File: config.mk
export PLATFORM = sky130hd
export DESIGN_NAME = lsu_controller_flat
export DESIGN_NICKNAME = d
export VERILOG_FILES = /design/src/rtl/lsu_controller_if.sv /design/src/rtl/lsu_controller.sv /design/src/flat_wrapper.sv
export SDC_FILE = /design/constraint.sdc
export NUM_CORES = 1
export LEC_CHECK = 0
export CAP_MARGIN = 30
export CORE_MARGIN = 1.5
export CORE_UTILIZATION = 43
export DETAILED_ROUTE_END_ITERATION = 16
export PLACE_DENSITY = 0.88
export SKIP_LAST_GASP = 1
export SYNTH_ARGS = -nofsm -noshare
export SYNTH_HDL_FRONTEND = slang
export SYNTH_SLANG_ARGS = --single-unit
export TNS_END_PERCENT = 1
File: constraint.sdc
create_clock -name clk -period 3.34 [get_ports clk]
set_input_delay 0.668 -clock clk [delete_from_list [all_inputs] [get_ports clk]]
set_output_delay 0.668 -clock clk [all_outputs]
set_load 0.02 [all_outputs]
File: src/rtl/lsu_controller_if.sv
// Data-memory port of the load/store unit: request/grant/response handshake.
// The controller drives the master side; the memory (or bench) drives the slave side.
interface lsu_controller_if;
  logic        mem_req;
  logic        mem_we;
  logic [3:0]  mem_be;
  logic [31:0] mem_addr;
  logic [31:0] mem_wdata;
  logic        mem_gnt;
  logic        mem_rvalid;
  logic [31:0] mem_rdata;

  modport master (
    output mem_req, mem_we, mem_be, mem_addr, mem_wdata,
    input  mem_gnt, mem_rvalid, mem_rdata
  );

  modport slave (
    input  mem_req, mem_we, mem_be, mem_addr, mem_wdata,
    output mem_gnt, mem_rvalid, mem_rdata
  );
endinterface

File: src/rtl/lsu_controller.sv
// Load/store sequencer: decodes size and alignment, runs the req/gnt/rvalid handshake
// with data memory, extends load data and stalls the pipeline while an access is in flight.
module lsu_controller #(
  parameter int TIMEOUT = 255
) (
  input  logic             clk,
  input  logic             rst_n,
  input  logic             LoadOp,
  input  logic             StoreOp,
  input  logic [1:0]       MemWrite,
  input  logic [2:0]       SizeLoad,
  input  logic [31:0]      addr,
  input  logic [31:0]      wdata,
  output logic             stall,
  output logic             misalign,
  output logic             bus_err,
  output logic             load_valid,
  output logic [31:0]      rdata_out,
  lsu_controller_if.master mem
);
  localparam int CW = ($clog2(TIMEOUT + 1) > 8) ? $clog2(TIMEOUT + 1) : 8;

  typedef enum logic [1:0] {IDLE, REQ, WAIT, DONE} state_t;
  typedef enum logic [1:0] {SZ_WORD, SZ_HALF, SZ_BYTE} acc_size_t;

  state_t      state_reg;
  logic [CW-1:0] cnt_reg;
  logic [2:0]  sizeload_reg;
  logic [1:0]  off_reg;
  logic        bus_err_reg, load_valid_reg, req_reg, we_reg;
  logic [31:0] rdata_reg, addr_reg, wdata_reg;
  logic [3:0]  be_reg;

  logic        op_store, op_load, op_present, misaligned, idle_live, accept, timeout_hit;
  acc_size_t   size_next;
  logic [3:0]  be_next;
  logic [31:0] wdata_next, lane, ext_next;

  // StoreOp takes priority; a store with MemWrite=00 is a no-op even if LoadOp is high.
  assign op_store   = StoreOp && (MemWrite != 2'b00);
  assign op_load    = LoadOp && !StoreOp;
  assign op_present = op_store || op_load;

  always_comb begin
    size_next = SZ_WORD;
    if (op_store) begin
      case (MemWrite)
        2'b10:   size_next = SZ_HALF;
        2'b11:   size_next = SZ_BYTE;
        default: size_next = SZ_WORD;
      endcase
    end else begin
      case (SizeLoad)
        3'b001, 3'b100: size_next = SZ_HALF;
        3'b010, 3'b011: size_next = SZ_BYTE;
        default:        size_next = SZ_WORD;
      endcase
    end
  end

  always_comb begin
    be_next    = 4'b1111;
    wdata_next = wdata;
    case (size_next)
      SZ_HALF: begin
        be_next    = 4'b0011 << {addr[1], 1'b0};
        wdata_next = {2{wdata[15:0]}};
      end
      SZ_BYTE: begin
        be_next    = 4'b0001 << addr[1:0];
        wdata_next = {4{wdata[7:0]}};
      end
      default: ;
    endcase
  end

  assign misaligned = ((size_next == SZ_WORD) && (addr[1:0] != 2'b00)) ||
                      ((size_next == SZ_HALF) && addr[0]);
  // Combinational outputs are forced low while reset is held.
  assign idle_live  = rst_n && (state_reg == IDLE);
  assign misalign   = idle_live && op_present && misaligned;
  assign accept     = idle_live && op_present && !misaligned;
  assign stall      = accept || (rst_n && ((state_reg == REQ) || (state_reg == WAIT)));

  assign timeout_hit = (cnt_reg == CW'(TIMEOUT - 1));

  assign lane = mem.mem_rdata >> {off_reg, 3'b000};

  always_comb begin
    case (sizeload_reg)
      3'b001:  ext_next = {{16{lane[15]}}, lane[15:0]};
      3'b100:  ext_next = {16'h0000, lane[15:0]};
      3'b010:  ext_next = {{24{lane[7]}}, lane[7:0]};
      3'b011:  ext_next = {24'h000000, lane[7:0]};
      default: ext_next = lane;
    endcase
  end

  always_ff @(posedge clk) begin
    if (!rst_n) begin
      state_reg      <= IDLE;
      cnt_reg        <= '0;
      sizeload_reg   <= '0;
      off_reg        <= '0;
      bus_err_reg    <= 1'b0;
      load_valid_reg <= 1'b0;
      req_reg        <= 1'b0;
      we_reg         <= 1'b0;
      rdata_reg      <= '0;
      addr_reg       <= '0;
      wdata_reg      <= '0;
      be_reg         <= '0;
    end else begin
      bus_err_reg    <= 1'b0;
      load_valid_reg <= 1'b0;
      case (state_reg)
        IDLE: begin
          if (accept) begin
            state_reg    <= REQ;
            cnt_reg      <= '0;
            req_reg      <= 1'b1;
            we_reg       <= op_store;
            be_reg       <= be_next;
            addr_reg     <= {addr[31:2], 2'b00};
            wdata_reg    <= op_store ? wdata_next : 32'h0;
            sizeload_reg <= SizeLoad;
            off_reg      <= addr[1:0];
          end
        end
        REQ: begin
          cnt_reg <= cnt_reg + CW'(1);
          if (mem.mem_gnt && we_reg) begin
            state_reg <= DONE;
            req_reg   <= 1'b0;
          end else if (timeout_hit) begin
            state_reg   <= DONE;
            req_reg     <= 1'b0;
            bus_err_reg <= 1'b1;
            rdata_reg   <= '0;
          end else if (mem.mem_gnt) begin
            state_reg <= WAIT;
            req_reg   <= 1'b0;
          end
        end
        WAIT: begin
          cnt_reg <= cnt_reg + CW'(1);
          if (mem.mem_rvalid) begin
            state_reg      <= DONE;
            rdata_reg      <= ext_next;
            load_valid_reg <= 1'b1;
          end else if (timeout_hit) begin
            state_reg   <= DONE;
            bus_err_reg <= 1'b1;
            rdata_reg   <= '0;
          end
        end
        default: state_reg <= IDLE;
      endcase
    end
  end

  assign bus_err       = bus_err_reg;
  assign load_valid    = load_valid_reg;
  assign rdata_out     = rdata_reg;
  assign mem.mem_req   = req_reg;
  assign mem.mem_we    = we_reg;
  assign mem.mem_be    = be_reg;
  assign mem.mem_addr  = addr_reg;
  assign mem.mem_wdata = wdata_reg;
endmodule
File: src/flat_wrapper.sv
// flat-port wrapper written by rule: the top's interface ports become plain ports
module lsu_controller_flat 
#(
  parameter int TIMEOUT = 255
)
  (clk, rst_n, LoadOp, StoreOp, MemWrite, SizeLoad, addr, wdata, stall, misalign, bus_err, load_valid, rdata_out, mem_mem_req, mem_mem_we, mem_mem_be, mem_mem_addr, mem_mem_wdata, mem_mem_gnt, mem_mem_rvalid, mem_mem_rdata);
  lsu_controller_if mem_i ();
  input  logic clk;
  input  logic rst_n;
  input  logic LoadOp;
  input  logic StoreOp;
  input  logic [1:0] MemWrite;
  input  logic [2:0] SizeLoad;
  input  logic [31:0] addr;
  input  logic [31:0] wdata;
  output logic stall;
  output logic misalign;
  output logic bus_err;
  output logic load_valid;
  output logic [31:0] rdata_out;
  output wire logic [$bits(mem_i.mem_req)-1:0] mem_mem_req;
  output wire logic [$bits(mem_i.mem_we)-1:0] mem_mem_we;
  output wire logic [$bits(mem_i.mem_be)-1:0] mem_mem_be;
  output wire logic [$bits(mem_i.mem_addr)-1:0] mem_mem_addr;
  output wire logic [$bits(mem_i.mem_wdata)-1:0] mem_mem_wdata;
  input wire logic [$bits(mem_i.mem_gnt)-1:0] mem_mem_gnt;
  input wire logic [$bits(mem_i.mem_rvalid)-1:0] mem_mem_rvalid;
  input wire logic [$bits(mem_i.mem_rdata)-1:0] mem_mem_rdata;
  assign mem_mem_req = mem_i.mem_req;
  assign mem_mem_we = mem_i.mem_we;
  assign mem_mem_be = mem_i.mem_be;
  assign mem_mem_addr = mem_i.mem_addr;
  assign mem_mem_wdata = mem_i.mem_wdata;
  assign mem_i.mem_gnt = mem_mem_gnt;
  assign mem_i.mem_rvalid = mem_mem_rvalid;
  assign mem_i.mem_rdata = mem_mem_rdata;
  lsu_controller #(.TIMEOUT(TIMEOUT)) u_core (.clk(clk), .rst_n(rst_n), .LoadOp(LoadOp), .StoreOp(StoreOp), .MemWrite(MemWrite), .SizeLoad(SizeLoad), .addr(addr), .wdata(wdata), .stall(stall), .misalign(misalign), .bus_err(bus_err), .load_valid(load_valid), .rdata_out(rdata_out), .mem(mem_i));
endmodule
Word-level counts from Yosys, hierarchy flattened:

Cells that the tools add are included.

* bits of input ports: 107
* register bits after elaboration: 117

* shift-type cells: 3
* eq/ne operators: 19
* reduce and logical (&&, ||, !) cells: 32
* mux-type cells: 30
* $add $sub $neg: 1

Operator list (number)
* $mux 32: 4
* $pmux 32 s2: 2
* $pmux 32 s4: 1
* $shr 32x5->32: 1
* $pmux 8 s2: 1
* $mux 2: 7
* $eq 3x2->1 const B: 4
* $logic_and 1x1->1: 10
* $reduce_bool 2->1: 5
* $add 8x1->8 const B: 1
* $eq 2x2->1 const B: 4
* $eq 8x8->1 const B: 1
* $mux 1: 8
* $mux 8: 1
* $pmux 2 s2: 2
* $pmux 4 s2: 1
* $reduce_and 2->1: 4
* $eq 3x1->1 const B: 2
* $eq 3x3->1 const B: 2
* $pmux 2 s3: 1
* $reduce_and 3->1: 2
* $reduce_or 2->1: 3
* $eq 2x1->1 const B: 2
* $logic_not 2->1: 2
* 9 further kinds: 14

Longest topological paths before layout:

Gate-level depths: netlist of run 1.

* word-level depth: 11
* gate-level depth with buffers: 12
* gate-level depth less buffers: 10

Worst setup path after synthesis of run 1:

Ideal clock, no wire load.

* path kind: input -> output
* from: input port MemWrite[0]
* to: output port stall
* data required time: 2.672 ns
* setup slack: 0.343 ns
* cell stages on the path: 9
* arrival: 2.329 ns
* buffers on the path: 1
* cell sequence: o21ai_0 -> nand3b_1 -> and2_1 -> ha_1 -> a21o_1 -> o21ai_1 -> nand3_1 -> clkbuf_1 -> nand2_1

* longest elaborated chain between the ends: 9
* elaborated cells on any way between the ends: 16
* those cells by class: eq/ne: 3; mux: 2; reduce/logical: 11

RTL lines
* from (decl): RTL line flat_wrapper.sv:12 `input logic [1:0] MemWrite;`
* $eq 2x2->1 or $reduce_bool 2->1 (tied branches): RTL line lsu_controller.sv:47, lsu_controller.sv:40
* $pmux 2 s2 or $logic_and 1x1->1 (tied branches): RTL line lsu_controller.sv:47, lsu_controller.sv:40
* $mux 2: RTL line lsu_controller.sv:46 `if (op_store) begin`
* $eq 2x1->1 or $logic_not 2->1 (tied branches): RTL line lsu_controller.sv:78, lsu_controller.sv:77
* $logic_and 1x1->1 (on tied branches): RTL line lsu_controller.sv:78, lsu_controller.sv:77
* $logic_or 1x1->1: RTL line lsu_controller.sv:77 `assign misaligned = ((size_next == SZ_WORD) && (addr[1:0] != 2'b00)) ||`
* $logic_not 1->1: RTL line lsu_controller.sv:82 `assign accept = idle_live && op_present && !misaligned;`
* $logic_and 1x1->1 *: RTL line lsu_controller.sv:82
* $logic_or 1x1->1 *: RTL line lsu_controller.sv:83 `assign stall = accept || (rst_n && ((state_reg == REQ) || (state_reg == WAIT)));`
* to (decl): RTL line flat_wrapper.sv:16 `output logic stall;`

Mark *: on every way between the ends. The rest lies on a longest branch, timed or not.

Final worst setup path of run 1:

* from: input port MemWrite[0]
* to: output port misalign

* longest elaborated chain between the ends: 7
* elaborated cells on any way between the ends: 14
* those cells by class: eq/ne: 3; mux: 2; reduce/logical: 9

RTL lines
* $eq 2x2->1 or $reduce_bool 2->1 (tied branches): RTL line lsu_controller.sv:47, lsu_controller.sv:40
* $pmux 2 s2 or $logic_and 1x1->1 (tied branches): RTL line lsu_controller.sv:47, lsu_controller.sv:40
* $mux 2: RTL line lsu_controller.sv:46
* $eq 2x1->1 or $logic_not 2->1 (tied branches): RTL line lsu_controller.sv:78, lsu_controller.sv:77
* $logic_and 1x1->1 (on tied branches): RTL line lsu_controller.sv:78, lsu_controller.sv:77
* $logic_or 1x1->1: RTL line lsu_controller.sv:77
* $logic_and 1x1->1 *: RTL line lsu_controller.sv:81 `assign misalign = idle_live && op_present && misaligned;`
* to (decl): RTL line flat_wrapper.sv:17 `output logic misalign;`

Marks and branches as above.

==> flow_summary.ini, run 1 <==
[run_status]
status = complete, no violations

[floorplan]
core_area_mm2 = 0.01156
die_height_um = 112.7
pin_count = 213
die-area_mm2 = 0.01270
start_util = 0.4475
fp-row-count = 39
die_x_um = 112.7

[worst_hold_path]
min_path_type = reg2reg
worstHoldEndpoint = u_core.mem.mem_addr[9]$_SDFFE_PN0P_
min_from = u_core.mem.mem_addr[9]$_SDFFE_PN0P_
holdPathStages = 2

[pwr]
power.leakage_nw = 3.003
switching_share = 0.3022
ir_drop_mv = 0.4198
pwr-share-seq = 0.348
p_int_mw = 3.250
power_frac_comb = 0.287
power.density_mw_per_mm2 = 580.4
power.switching_mw = 1.408
clkPwrFrac = 0.365

[layout]
fillCellCount = 863
layout.nets = 905
antenna_cells = 0
syn2layout_area_growth_pct = 55.08
final_area_mm2 = 0.008025
final_cell_mix = clkdlybuf4s50_1 (207), dfxtp_1 (117), nand2_1 (94)
drive_gt1_frac = 0.07625
multiInputGateArea_mm2 = 0.002584
final-seq-area_mm2 = 0.002342
final_common_cell = clkdlybuf4s50_1
final_cell_count_no_fill = 943

[routing]
vias = 5328
vias_per_cell = 5.650
first_pass_iters = 5
drt_iter0_drc = 377
routed_wl_mm = 16.76
post_drt_wl_per_cell_um = 17.77
drcViolationCount = 0
postRouteAntennaNets = 0

[worst_setup_path]
crit_chain = clkdlybuf4s50_1 > o21ai_2 > nand3b_1 > and2_1 > ha_1 > a21o_1 > o21ai_1 > buf_4 > nor2_1 > clkdlybuf4s15_1
cp-start-kind = input port
worst-r2r-setup-slack_ns = 1.01
cp_slowest_cell = clkdlybuf4s50_1
required_ns = 2.67
endpoint_kind = output port
max_stage_delay_ns = 0.48
reg2reg_from = u_core.state_reg[1]$_SDFFE_PN0P_
crit_type = in2out
cp_max_fo = 4
arrival_ns = 2.64
r2r-end = u_core.rdata_out[28]$_SDFFE_PN0P_
worstRegToRegCells = 8

[timing]
worst_slack_ns = 0.02971
skew_ns = 0.007917
setup_viol_count_final = 0
hold_viol_final = 0
finalCriticalPeriod_ns = 3.310
worst_slew_pin_slew_ns = 0.7926
maxSlewHeadroom = 0.4704
max_freq_mhz = 302.1
rsz0062_at_grt = yes
drv_slew = 0
period_share = 0.9911

[synthesis]
ys_seq_area_frac = 0.4526
avgSynthCellArea_um2 = 8.938
ys.flop_type = dfxtp_1
syn-cell-area_mm2 = 0.005175
yosys.area.top_type = dfxtp_1
synth_top_family_by_area = compound AO/OA/AOI/OAI gates
synthTopCellsByArea = dfxtp_1 (45%), nand2_1 (6.8%), a21oi_1 (5.5%), mux2i_1 (3.9%), a221o_1 (3.1%)
synth_xor_area_frac = 0.003385
synth_enable_flop_cells = 0
synth_compound_area_frac = 0.2534
syn_inst = 579
async_flop_share = 0
synth_cell_types = 50
yosys_warnings = 0
yosys.area_share.adder = 0.02176
ys_ff_latch = 117
synth_top_area_share = 0.4526
synth-simple-area-share = 0.1794
synth_mux_area_frac = 0.03868

[clocking]
clk_pin_slew_ns = 0.05
cts-root-buf = clkbuf_16
cts_tree = done
clk_latency_ns = 0.41
cts_sinks = 117
cts_max_level = 4
cts_hold_buf = 0
cts_buffers = 17
clockBufferDepth = 2

[place]
place_area_mm2 = 0.007473
place_congestion = 0.9092
port_buffers = 210
place_ws_ns = -0.3899
dp.cells = 913
dp.final_hpwl_mm = 12.06

[global_routing]
gr-usage-met2 = 0.4415
grt_pass1_wl_mm = 26.28
first_global_vias = 5285
grt_overflow = 0
grt_max_degree = 49
track_usage = 0.2593
busiest_layer = met2
antenna_found_initial = 1
grt_util_met1 = 0.2928
use_met3 = 0.09480

[flow_run]
maxCapViolCount = 0
## metrics by stage
stage / util / hold WS [ns] / power [mW] / TNS [ns]
5_1_grt: 0.6939 / 0.4700 / 4.853 / -0.08451
3_3_place_gp: 0.6462 / 0.4420 / 2.933 / -0.5817
6_report: 0.6939 / 0.4548 / 4.658 / 0
2_1_floorplan: - / 0.4513 / 2.385 / 0
3_5_place_dp: 0.6462 / 0.4497 / 2.969 / -0.8182
4_1_cts: 0.6940 / 0.4555 / 4.681 / 0
## power groups by stage
stage                     sequential, mW  combinational (mW)  clock, mW
after floorplan                     1.76               0.629          0
after global placement              1.64                1.30          0
after detailed placement            1.64                1.33          0
after CTS                           1.62                1.34       1.73
after global routing                1.63                1.43       1.79
final                               1.62                1.34       1.70
## area by class of cell
type / instances / area share
multi-input cells: 406 / 0.3220
flip-flops and latches: 117 / 0.2919
repair buffers: 235 / 0.2892
clock buffers: 26 / 0.06345
well taps: 143 / 0.02230
clock inverters: 4 / 0.005613
inverters: 12 / 0.005613
## cells by family after synthesis
logic type      count (synthesis)
simple gates                  195
compound gates                178
flops                         117
buf+inv                        57
mux                            20
fa+ha+maj                       9
xor+xnor                        2
other cells                     1
## Yosys cell counts (3+ instances only)
cell type  number
and2_1          5
and3_1          3
ha_1            9
a32oi_1         8
o2bb2ai_1      17
a21oi_1        57
or3_1           5
a22o_1          9
nand2_1        94
buf_1           4
nand3b_1        3
o21ai_0        17
buf_4           7
inv_1          12
buf_2          15
a211o_1        16
nand3_1         7
a21boi_0        3
nor3b_1         9
nor2_1         26
clkbuf_1       19
mux2i_1        20
a221o_1        16
nor2b_1        11
a32o_1         16
nor3_1          3
nor2_2          3
dfxtp_1       117
nand2b_1       18
nand4_1         3
## critical path: cells and delay by family
family / cells / cell delay, ns
adder cells (fa/ha/maj): 1 / 0.22
AO/OA/AOI/OAI: 3 / 0.50
buffers and inverters: 3 / 0.91
AND/OR/NAND/NOR: 3 / 0.33
## routing by layer
layer  up-vias  wire length (µm)
met5         -                13
met4         2               434
met3        42              1576
met2       267              7981
met1      2507              6752
li1       2510                 -
## repair_timing
action,4_1_cts,5_1_grt
setup buffers,0,0
resized for setup,6,2
endpoints found under the setup margin,2,2
## worst max path at each step
stage | endpoint | cells after the start | from
after floorplan | stall | 9 | MemWrite[0]
after global placement | stall | 11 | SizeLoad[2]
after detailed placement | stall | 11 | SizeLoad[2]
after CTS | stall | 10 | MemWrite[0]
after global routing | misalign | 11 | SizeLoad[0]
final | misalign | 10 | MemWrite[0]
Note: power is estimated with default switching activity, not from simulation.
==> inputs of run 2 (changes only) <==
--- a/config.mk
+++ b/config.mk
@@ -6,6 +6,7 @@
 export NUM_CORES = 1
 export LEC_CHECK = 0
 export CAP_MARGIN = 30
+export CORE_ASPECT_RATIO = 1.5
 export CORE_MARGIN = 1.5
 export CORE_UTILIZATION = 43
 export DETAILED_ROUTE_END_ITERATION = 16
==> flow_summary.ini, run 2 (synthesis results as in run 1) <==
[timing]
setup_viol_count_final = 0
period_share = 0.9811
worst_slew_pin_slew_ns = 0.8396
max_freq_mhz = 305.2
rsz0062_at_grt = yes
worst_slack_ns = 0.06304
hold_viol_final = 0
maxSlewHeadroom = 0.4390
finalCriticalPeriod_ns = 3.277
drv_slew = 0
skew_ns = 0.01017

[layout]
fillCellCount = 833
antenna_cells = 0
final_cell_mix = clkdlybuf4s50_1 (208), dfxtp_1 (117), nand2_1 (94)
final_cell_count_no_fill = 960
final_common_cell = clkdlybuf4s50_1
layout.nets = 913
drive_gt1_frac = 0.09136
syn2layout_area_growth_pct = 57.13
final_area_mm2 = 0.008132

[worst_setup_path]
crit_chain = clkdlybuf4s50_1 > xnor2_1 > o21ai_0 > and2_1 > inv_1 > ha_1 > a21o_1 > o21ai_1 > nand3_1 > nand2_1 > buf_2
endpoint_kind = output port
arrival_ns = 2.61
cp_num_buf_inv = 3
cp_max_fo = 2
worst-r2r-setup-slack_ns = 0.98
r2r-end = u_core.rdata_out[26]$_SDFFE_PN0P_
max_stage_delay_ns = 0.46
cp-start-kind = input port
worstRegToRegCells = 8
required_ns = 2.67
crit_type = in2out
cp_top_family = buffers and inverters
reg2reg_from = u_core.state_reg[1]$_SDFFE_PN0P_
cp_slowest_cell = clkdlybuf4s50_1

[place]
dp.cells = 928
port_buffers = 210
place_congestion = 0.8596
place_ws_ns = -0.3359
place_area_mm2 = 0.007542
dp.final_hpwl_mm = 12.85

[routing]
vias = 5398
postRouteAntennaNets = 0
drt_iter0_drc = 268
drcViolationCount = 0
vias_per_cell = 5.623
post_drt_wl_per_cell_um = 17.97
first_pass_iters = 5
routed_wl_mm = 17.25

[pwr]
clkPwrFrac = 0.381
switching_share = 0.3062
power.leakage_nw = 3.053
ir_drop_mv = 0.4412
power.switching_mw = 1.474
p_int_mw = 3.340
power.density_mw_per_mm2 = 591.9
pwr-share-seq = 0.338
power_frac_comb = 0.281

[clocking]
cts_setup_buffers = 0
cts_sinks = 117
cts_hold_buf = 0
cts_resized = 6
clockBufferDepth = 2
clk_pin_slew_ns = 0.05
cts-root-buf = clkbuf_16
cts_max_level = 4
cts_tree = done
cts_buffers = 17
clk_latency_ns = 0.41

[global_routing]
grt_max_degree = 42
grt_pass1_wl_mm = 26.57
first_global_vias = 5468
grt_overflow = 0
track_usage = 0.2682
antenna_found_initial = 0

[floorplan]
start_util = 0.4465
fp-row-count = 48
pin_count = 213
die_x_um = 92.57
die_height_um = 137.4
die-area_mm2 = 0.01272
core_area_mm2 = 0.01159

[worst_hold_path]
holdPathStages = 2
worstHoldEndpoint = u_core.mem.mem_addr[12]$_SDFFE_PN0P_
min_from = u_core.mem.mem_addr[12]$_SDFFE_PN0P_
min_path_type = reg2reg

[flow_run]
maxCapViolCount = 0

[run_status]
status = complete, no violations
==> run 2: cell types whose count changed in the layout (fill, tap and decap cells not counted), moves of 2 or more <==
| cell | before | now |
|---|---|---|
| clkbuf_1 | 4 | 1 |
| bufinv_16 | 1 | 3 |
| clkinvlp_4 | 0 | 2 |
| clkbuf_8 | 5 | 1 |
| buf_4 | 22 | 30 |
| clkinv_2 | 3 | 5 |
| clkinv_4 | 0 | 2 |
==> run 2: worst min-delay path, cell delays in order (launching register included) <==
cell	delay [ns]
dfxtp_1	0.30
nand2_1	0.05
a21oi_1	0.05
==> run 2: per-layer routing <==
layer,track usage,share of wire
met1,0.2565,0.35
met2,0.5020,0.54
met3,0.08278,0.070
met4,0.1504,0.043
met5,0,0
==> run 2: stage by stage <==
step	hold WS, ns	total power [mW]	utilization	TNS (ns)
after floorplan	0.4513	2.385	-	0
after global placement	0.4427	2.942	0.6507	-0.5055
after detailed placement	0.4489	2.991	0.6507	-0.5861
after CTS	0.4564	4.827	0.7020	-0.005981
after global routing	0.4774	5.010	0.7015	-0.04344
final	0.4569	4.813	0.7015	0
==> run 2: layout make-up <==
class | instances | area, µm² | share of cell area
flip-flops and latches | 117 | 2342 | 0.2880
multi-input cells | 406 | 2580 | 0.3173
inverters | 12 | 45.04 | 0.005539
well taps | 150 | 187.7 | 0.02308
clock buffers | 19 | 442.9 | 0.05447
clock inverters | 13 | 156.4 | 0.01923
repair buffers | 243 | 2377 | 0.2924
==> run 2: worst max-delay path by stage <==
stage	end	slack (ns)	depth (start not counted)	start
after global placement	stall	-0.31	10	MemWrite[0]
after detailed placement	stall	-0.34	10	MemWrite[0]
after floorplan	stall	0.34	9	MemWrite[0]
after global routing	stall	-0.04	11	SizeLoad[2]
final	stall	0.06	11	SizeLoad[2]
after CTS	misalign	-0.006	11	SizeLoad[2]
==> run 2: power by group through the flow <==
stage | Combinational [mW] | Clock (mW) | Sequential, mW
5_1_grt | 1.45 | 1.92 | 1.64
2_1_floorplan | 0.629 | 0 | 1.76
3_5_place_dp | 1.34 | 0 | 1.65
6_report | 1.35 | 1.83 | 1.63
3_3_place_gp | 1.30 | 0 | 1.64
4_1_cts | 1.35 | 1.85 | 1.63
